### config.mk
export PLATFORM = sky130hd
export DESIGN_NAME = timer_seq_ctrl
export DESIGN_NICKNAME = d
export VERILOG_FILES = /design/src/rtl/timer_ctrl_pkg.sv /design/src/rtl/tick_prescaler.sv /design/src/rtl/timer_seq_ctrl.sv
export SDC_FILE = /design/constraint.sdc
export NUM_CORES = 1
export LEC_CHECK = 0
export CORE_MARGIN = 3
export CORE_UTILIZATION = 29
export DETAILED_ROUTE_END_ITERATION = 8
export PLACE_DENSITY = 0.48
export SYNTH_ARGS = -nofsm -noshare
export SYNTH_HDL_FRONTEND = slang
export SYNTH_SLANG_ARGS = --single-unit
### constraint.sdc
create_clock -name clk -period 2.4 [get_ports clk]
set_input_delay 0.48 -clock clk [delete_from_list [all_inputs] [get_ports clk]]
set_output_delay 0.48 -clock clk [all_outputs]
set_load 0.02 [all_outputs]
### src/rtl/timer_ctrl_pkg.sv
// Shared definitions for the countdown timer controllers: state encoding and
// the width helper used to size the tick prescaler.
package timer_ctrl_pkg;

    localparam logic [2:0] IDLE   = 3'd0;
    localparam logic [2:0] LOAD   = 3'd1;
    localparam logic [2:0] RUN    = 3'd2;
    localparam logic [2:0] PAUSE  = 3'd3;
    localparam logic [2:0] EXPIRE = 3'd4;

    // Bits needed to hold 0..value-1, never less than one.
    function automatic int ceil_log2(input int value);
        int width;
        int span;
        width = 0;
        span  = value - 1;
        while (span > 0) begin
            width = width + 1;
            span  = span >> 1;
        end
        return (width < 1) ? 1 : width;
    endfunction

endpackage

### src/rtl/tick_prescaler.sv
// Mod-CLK_DIV phase counter; tc is high while the phase sits at CLK_DIV-1.
// Synchronous clear takes priority over enable.
module tick_prescaler
    import timer_ctrl_pkg::*;
#(
    parameter int CLK_DIV = 10
) (
    input  logic clk,
    input  logic aclr,
    input  logic clr,
    input  logic en,
    output logic tc
);

    localparam int PW = ceil_log2(CLK_DIV);
    localparam logic [PW-1:0] LAST = PW'(CLK_DIV - 1);

    logic [PW-1:0] phase;

    assign tc = (phase == LAST);

    always_ff @(posedge clk or negedge aclr) begin
        if (!aclr) begin
            phase <= '0;
        end else if (clr) begin
            phase <= '0;
        end else if (en) begin
            phase <= tc ? '0 : phase + PW'(1);
        end
    end

endmodule

### src/rtl/timer_seq_ctrl.sv
// Countdown timer sequencer: IDLE/LOAD/RUN/PAUSE/EXPIRE with a prescaled tick.
// Define TIMER_SEQ_CTRL_IRQ_LATCH_EN to get a sticky irq flag; otherwise irq is 0.
module timer_seq_ctrl
    import timer_ctrl_pkg::*;
#(
    parameter int CLK_DIV = 10,
    parameter int W       = 8
) (
    input  logic         clk,
    input  logic         aclr,
    input  logic         start,
    input  logic         stop,
    input  logic         pause,
    input  logic         auto_reload,
    input  logic [W-1:0] preset,
    output logic [W-1:0] count,
    output logic         busy,
    output logic         paused,
    output logic         done,
    output logic         irq,
    input  logic         irq_clr
);

    localparam logic [W-1:0] ONE = W'(1);

    logic [2:0] state;
    logic       pre_tc;
    logic       pre_clr;
    logic       pre_en;
    logic       tick;

    // The phase advances on every RUN edge, including the one that enters
    // PAUSE, so a pause of N cycles delays expiry by exactly N cycles.
    assign pre_en  = (state == RUN);
    assign pre_clr = stop || (state == LOAD);
    assign tick    = pre_tc && (state == RUN);

    tick_prescaler #(
        .CLK_DIV (CLK_DIV)
    ) u_prescaler (
        .clk  (clk),
        .aclr (aclr),
        .clr  (pre_clr),
        .en   (pre_en),
        .tc   (pre_tc)
    );

    always_ff @(posedge clk or negedge aclr) begin
        if (!aclr) begin
            state <= IDLE;
            count <= '0;
        end else if (stop) begin
            state <= IDLE;
            count <= '0;
        end else begin
            case (state)
                IDLE: begin
                    if (start) state <= LOAD;
                end
                LOAD: begin
                    count <= preset;
                    state <= (preset == '0) ? EXPIRE : RUN;
                end
                RUN: begin
                    if (start) begin
                        state <= LOAD;
                    end else if (tick && count == ONE) begin
                        count <= '0;
                        state <= EXPIRE;
                    end else begin
                        if (tick && count != '0) count <= count - ONE;
                        if (pause) state <= PAUSE;
                    end
                end
                PAUSE: begin
                    if (start)       state <= LOAD;
                    else if (!pause) state <= RUN;
                end
                EXPIRE: begin
                    state <= (auto_reload || start) ? LOAD : IDLE;
                end
                default: state <= IDLE;
            endcase
        end
    end

    assign busy   = (state == LOAD) || (state == RUN) || (state == PAUSE);
    assign paused = (state == PAUSE);
    assign done   = (state == EXPIRE);

`ifdef TIMER_SEQ_CTRL_IRQ_LATCH_EN
    // Setting on the EXPIRE cycle beats a coincident clear.
    always_ff @(posedge clk or negedge aclr) begin
        if (!aclr) begin
            irq <= 1'b0;
        end else if (state == EXPIRE) begin
            irq <= 1'b1;
        end else if (irq_clr) begin
            irq <= 1'b0;
        end
    end
`else
    logic unused_irq_clr;
    assign unused_irq_clr = irq_clr;
    assign irq            = 1'b0;
`endif

endmodule

==> impl_metrics.json, run 1 <==
{
  "numCtsBuffers": 3,
  "die_h_um": 71.7,
  "syn_area_mm2": 0.00125,
  "fmax_ghz": 0.451,
  "grt_pass1_wl_um": 5980,
  "netlist_instances": 150,
  "syn_nets": 170,
  "fin_util": 0.398,
  "ys_async_sr_fraction": 1.00,
  "grt_overflow_total": 0,
  "netlist.area_leader.share": 0.300,
  "ys_warn_count": 0,
  "synth_edf_count": 0,
  "wl_per_cell_um": 15.3,
  "path_delay_family": "buffers and inverters",
  "switching_share": 0.362,
  "pwr-share-comb": 0.397,
  "synth_seq_area_share": 0.300,
  "die_w_um": 71.7,
  "viasPerCell": 5.45,
  "synthTopCellsByCount": "dfrtp_1 (15), nor2_1 (14), a21oi_1 (10), inv_1 (10), nor3_1 (8)",
  "power.leakage_nw": 0.658,
  "cts_sinks": 15,
  "path_class": "reg2out",
  "drtIter0Drc": 48,
  "worst_pin_slew_ps": 760,
  "seqPwrFrac": 0.356,
  "cp_slowest_cell": "clkdlybuf4s50_1",
  "grt_setup_unrepaired": "false",
  "synth_area_leaders": "dfrtp_1 (30%), ha_1 (5.0%), nor2_1 (4.2%), a21oi_1 (4.0%), a22oi_1 (3.6%)",
  "place_inst": 225,
  "drive_gt1_frac": 0.151,
  "fin_skew_ps": 3.60,
  "crit_chain": "inv_1, nor3_1, clkdlybuf4s50_1",
  "placed_cell_area_mm2": 0.00158,
  "fin_cells": 229,
  "start_kind": "flop",
  "hpwl_um": 2640,
  "dr_total_vias": 1247,
  "io_pins": 27,
  "io_buffers": 24,
  "ir_worst_vdd_v": 0.000225,
  "timing.final.hold_violations": 0,
  "crit_fanout": 8,
  "p_per_area_mw_per_mm2": 538,
  "synthFlopType": "dfrtp_1",
  "period_share": 0.924,
  "final_area_mm2": 0.00163,
  "cap_viol_max_count": 0,
  "critPathBufInv": 2,
  "period_minus_slack_ps": 2220,
  "finalSetupTns_ps": 0,
  "hp-class": "reg2reg",
  "die_area_mm2": 0.00514,
  "path_clk_slew_ps": 70,
  "synth_seq_cells": 15,
  "antenna_cells": 0,
  "cp-end-kind": "output pin",
  "place_congestion": 0.811,
  "hold_buffers": 0,
  "drv_slew": 0,
  "grt_use_total": 0.147,
  "area_growth_pct": 29.9,
  "post_cts_buffers": 0,
  "max-slew-margin-rel": 0.492,
  "avgSynthCellArea_um2": 8.35,
  "cts-resized-gates": 0,
  "grt_max_degree": 16,
  "drtAntennaViolNets": 0,
  "setup_violations": 0,
  "p_clk_frac": 0.248,
  "status": "completed",
  "synth.most_common_cell": "dfrtp_1",
  "antenna_found_initial": 0,
  "drt_pass1_iterations": 4,
  "cts-root-buf": "clkbuf_8",
  "drc": 0,
  "required_ps": 1920,
  "yosysTopAreaCell": "dfrtp_1",
  "critical_path_arrival_ps": 1740,
  "layout.nets": 200,
  "core.rowCount": 23,
  "drt-total-wl_um": 3510,
  "core-area_mm2": 0.00409,
  "yosysUniqueCellTypes": 51,
  "internal_power_mw": 0.558,
  "start_util": 0.306,
  "critical-path-max-stage-delay_ps": 630,
  "h-tree-depth": 1,
  "grt_pass1_vias": 1224,
  "cts_buffer_depth": 2,
  "tritoncts": "yes",
  "p_switching_mw": 0.317,
  "clk_latency_ps": 250
}
[flip-flops by register name, summed over array words and instances (netlist names)]
signal and cells:
count 8, state 3, u_prescaler.phase 4
[stage by stage]
step                setup slack, ps  power, mW  hold WS, ps
floorplan                       268      0.520          184
global placement                272      0.660          557
detailed placement              271      0.662          567
CTS                             188      0.881          586
global route                   85.8      0.934          624
finish                          182      0.875          583
[placed cells by master, fill, tap and decap left out, types with 2 or more instances in the layout]
master            n
a211oi_1          4
a21oi_1          10
a22oi_1           6
a31oi_1           2
a32oi_1           2
and3_1            2
buf_4            10
clkbuf_8          3
clkdlybuf4s50_1  24
dfrtp_1          15
ha_1              5
inv_1            10
nand2_1           5
nand3_1           7
nor2_1           14
nor3_1            8
nor3b_1           3
nor4_1            2
o211ai_1          4
o21ai_0           7
o22ai_1           3
or2_2             2
or4_1             3
[cell families after synthesis]
group                      synth area share
other                               0.00299
DFF                                   0.300
xor gates and xnor gates            0.00699
adders and majority gates            0.0500
and+or+nand+nor                       0.282
muxes                                0.0290
AOI/OAI and AO/OA                     0.261
buffers and inverters                0.0689
[worst min-delay path, cell delays in order (launching register included)]
cell,delay [ps]
dfrtp_1,380
a21oi_1,80
nor2_1,80
[power groups by stage]
stage          clock network, mW  registers [mW]  logic (mW)
6_report                   0.217           0.311       0.347
3_5_place_dp                   0           0.315       0.347
3_3_place_gp                   0           0.315       0.345
2_1_floorplan                  0           0.327       0.193
5_1_grt                    0.236           0.315       0.383
4_1_cts                    0.223           0.310       0.348
[layer usage]
metal	global-route usage	wire (µm)	up-vias
met1	0.218	1800	585
met2	0.211	1510	32
met5	0	0	-
met4	0.0605	68	0
li1	-	-	624
met3	0.0224	132	6
[final timing paths]
check	slack [ps]	cells after the start	startpoint	to
worst min register to register	580	2	u_prescaler.phase[1]	u_prescaler.phase[1]
worst max register to register	250	6	count[1]	count[1]
worst min-delay path	580	2	u_prescaler.phase[1]	u_prescaler.phase[1]
max in group asynchronous	1250	1	aclr	u_prescaler.phase[3]
min in group asynchronous	670	1	aclr	count[5]
worst max-delay path	180	3	state[2]	done
[area by class of cell]
class / count / area, µm²
clock buffer: 4 / 45.0
fill: 419 / 2460
tap: 50 / 62.6
sequential: 15 / 375
inverter: 10 / 37.5
multi-input combinational: 116 / 791
timing repair buffer: 34 / 315
Note: power is estimated with default switching activity, not from simulation.
==> run 2, diff against run 1 <==
--- a/config.mk
+++ b/config.mk
@@ -9,6 +9,7 @@
 export CORE_UTILIZATION = 29
 export DETAILED_ROUTE_END_ITERATION = 8
 export PLACE_DENSITY = 0.48
+export SKIP_LAST_GASP = 1
 export SYNTH_ARGS = -nofsm -noshare
 export SYNTH_HDL_FRONTEND = slang
 export SYNTH_SLANG_ARGS = --single-unit
==> results of run 2 <==
No change in the layout: final DEF, timing and power equal those of run 1.
==> run 3, diff against run 2 <==
--- a/config.mk
+++ b/config.mk
@@ -7,9 +7,11 @@
 export LEC_CHECK = 0
 export CORE_MARGIN = 3
 export CORE_UTILIZATION = 29
+export CTS_CLUSTER_SIZE = 14
 export DETAILED_ROUTE_END_ITERATION = 8
 export PLACE_DENSITY = 0.48
 export SKIP_LAST_GASP = 1
+export SLEW_MARGIN = 20
 export SYNTH_ARGS = -nofsm -noshare
 export SYNTH_HDL_FRONTEND = slang
 export SYNTH_SLANG_ARGS = --single-unit
==> results of run 3 <==
No change in the layout: final DEF, timing and power equal those of run 1.
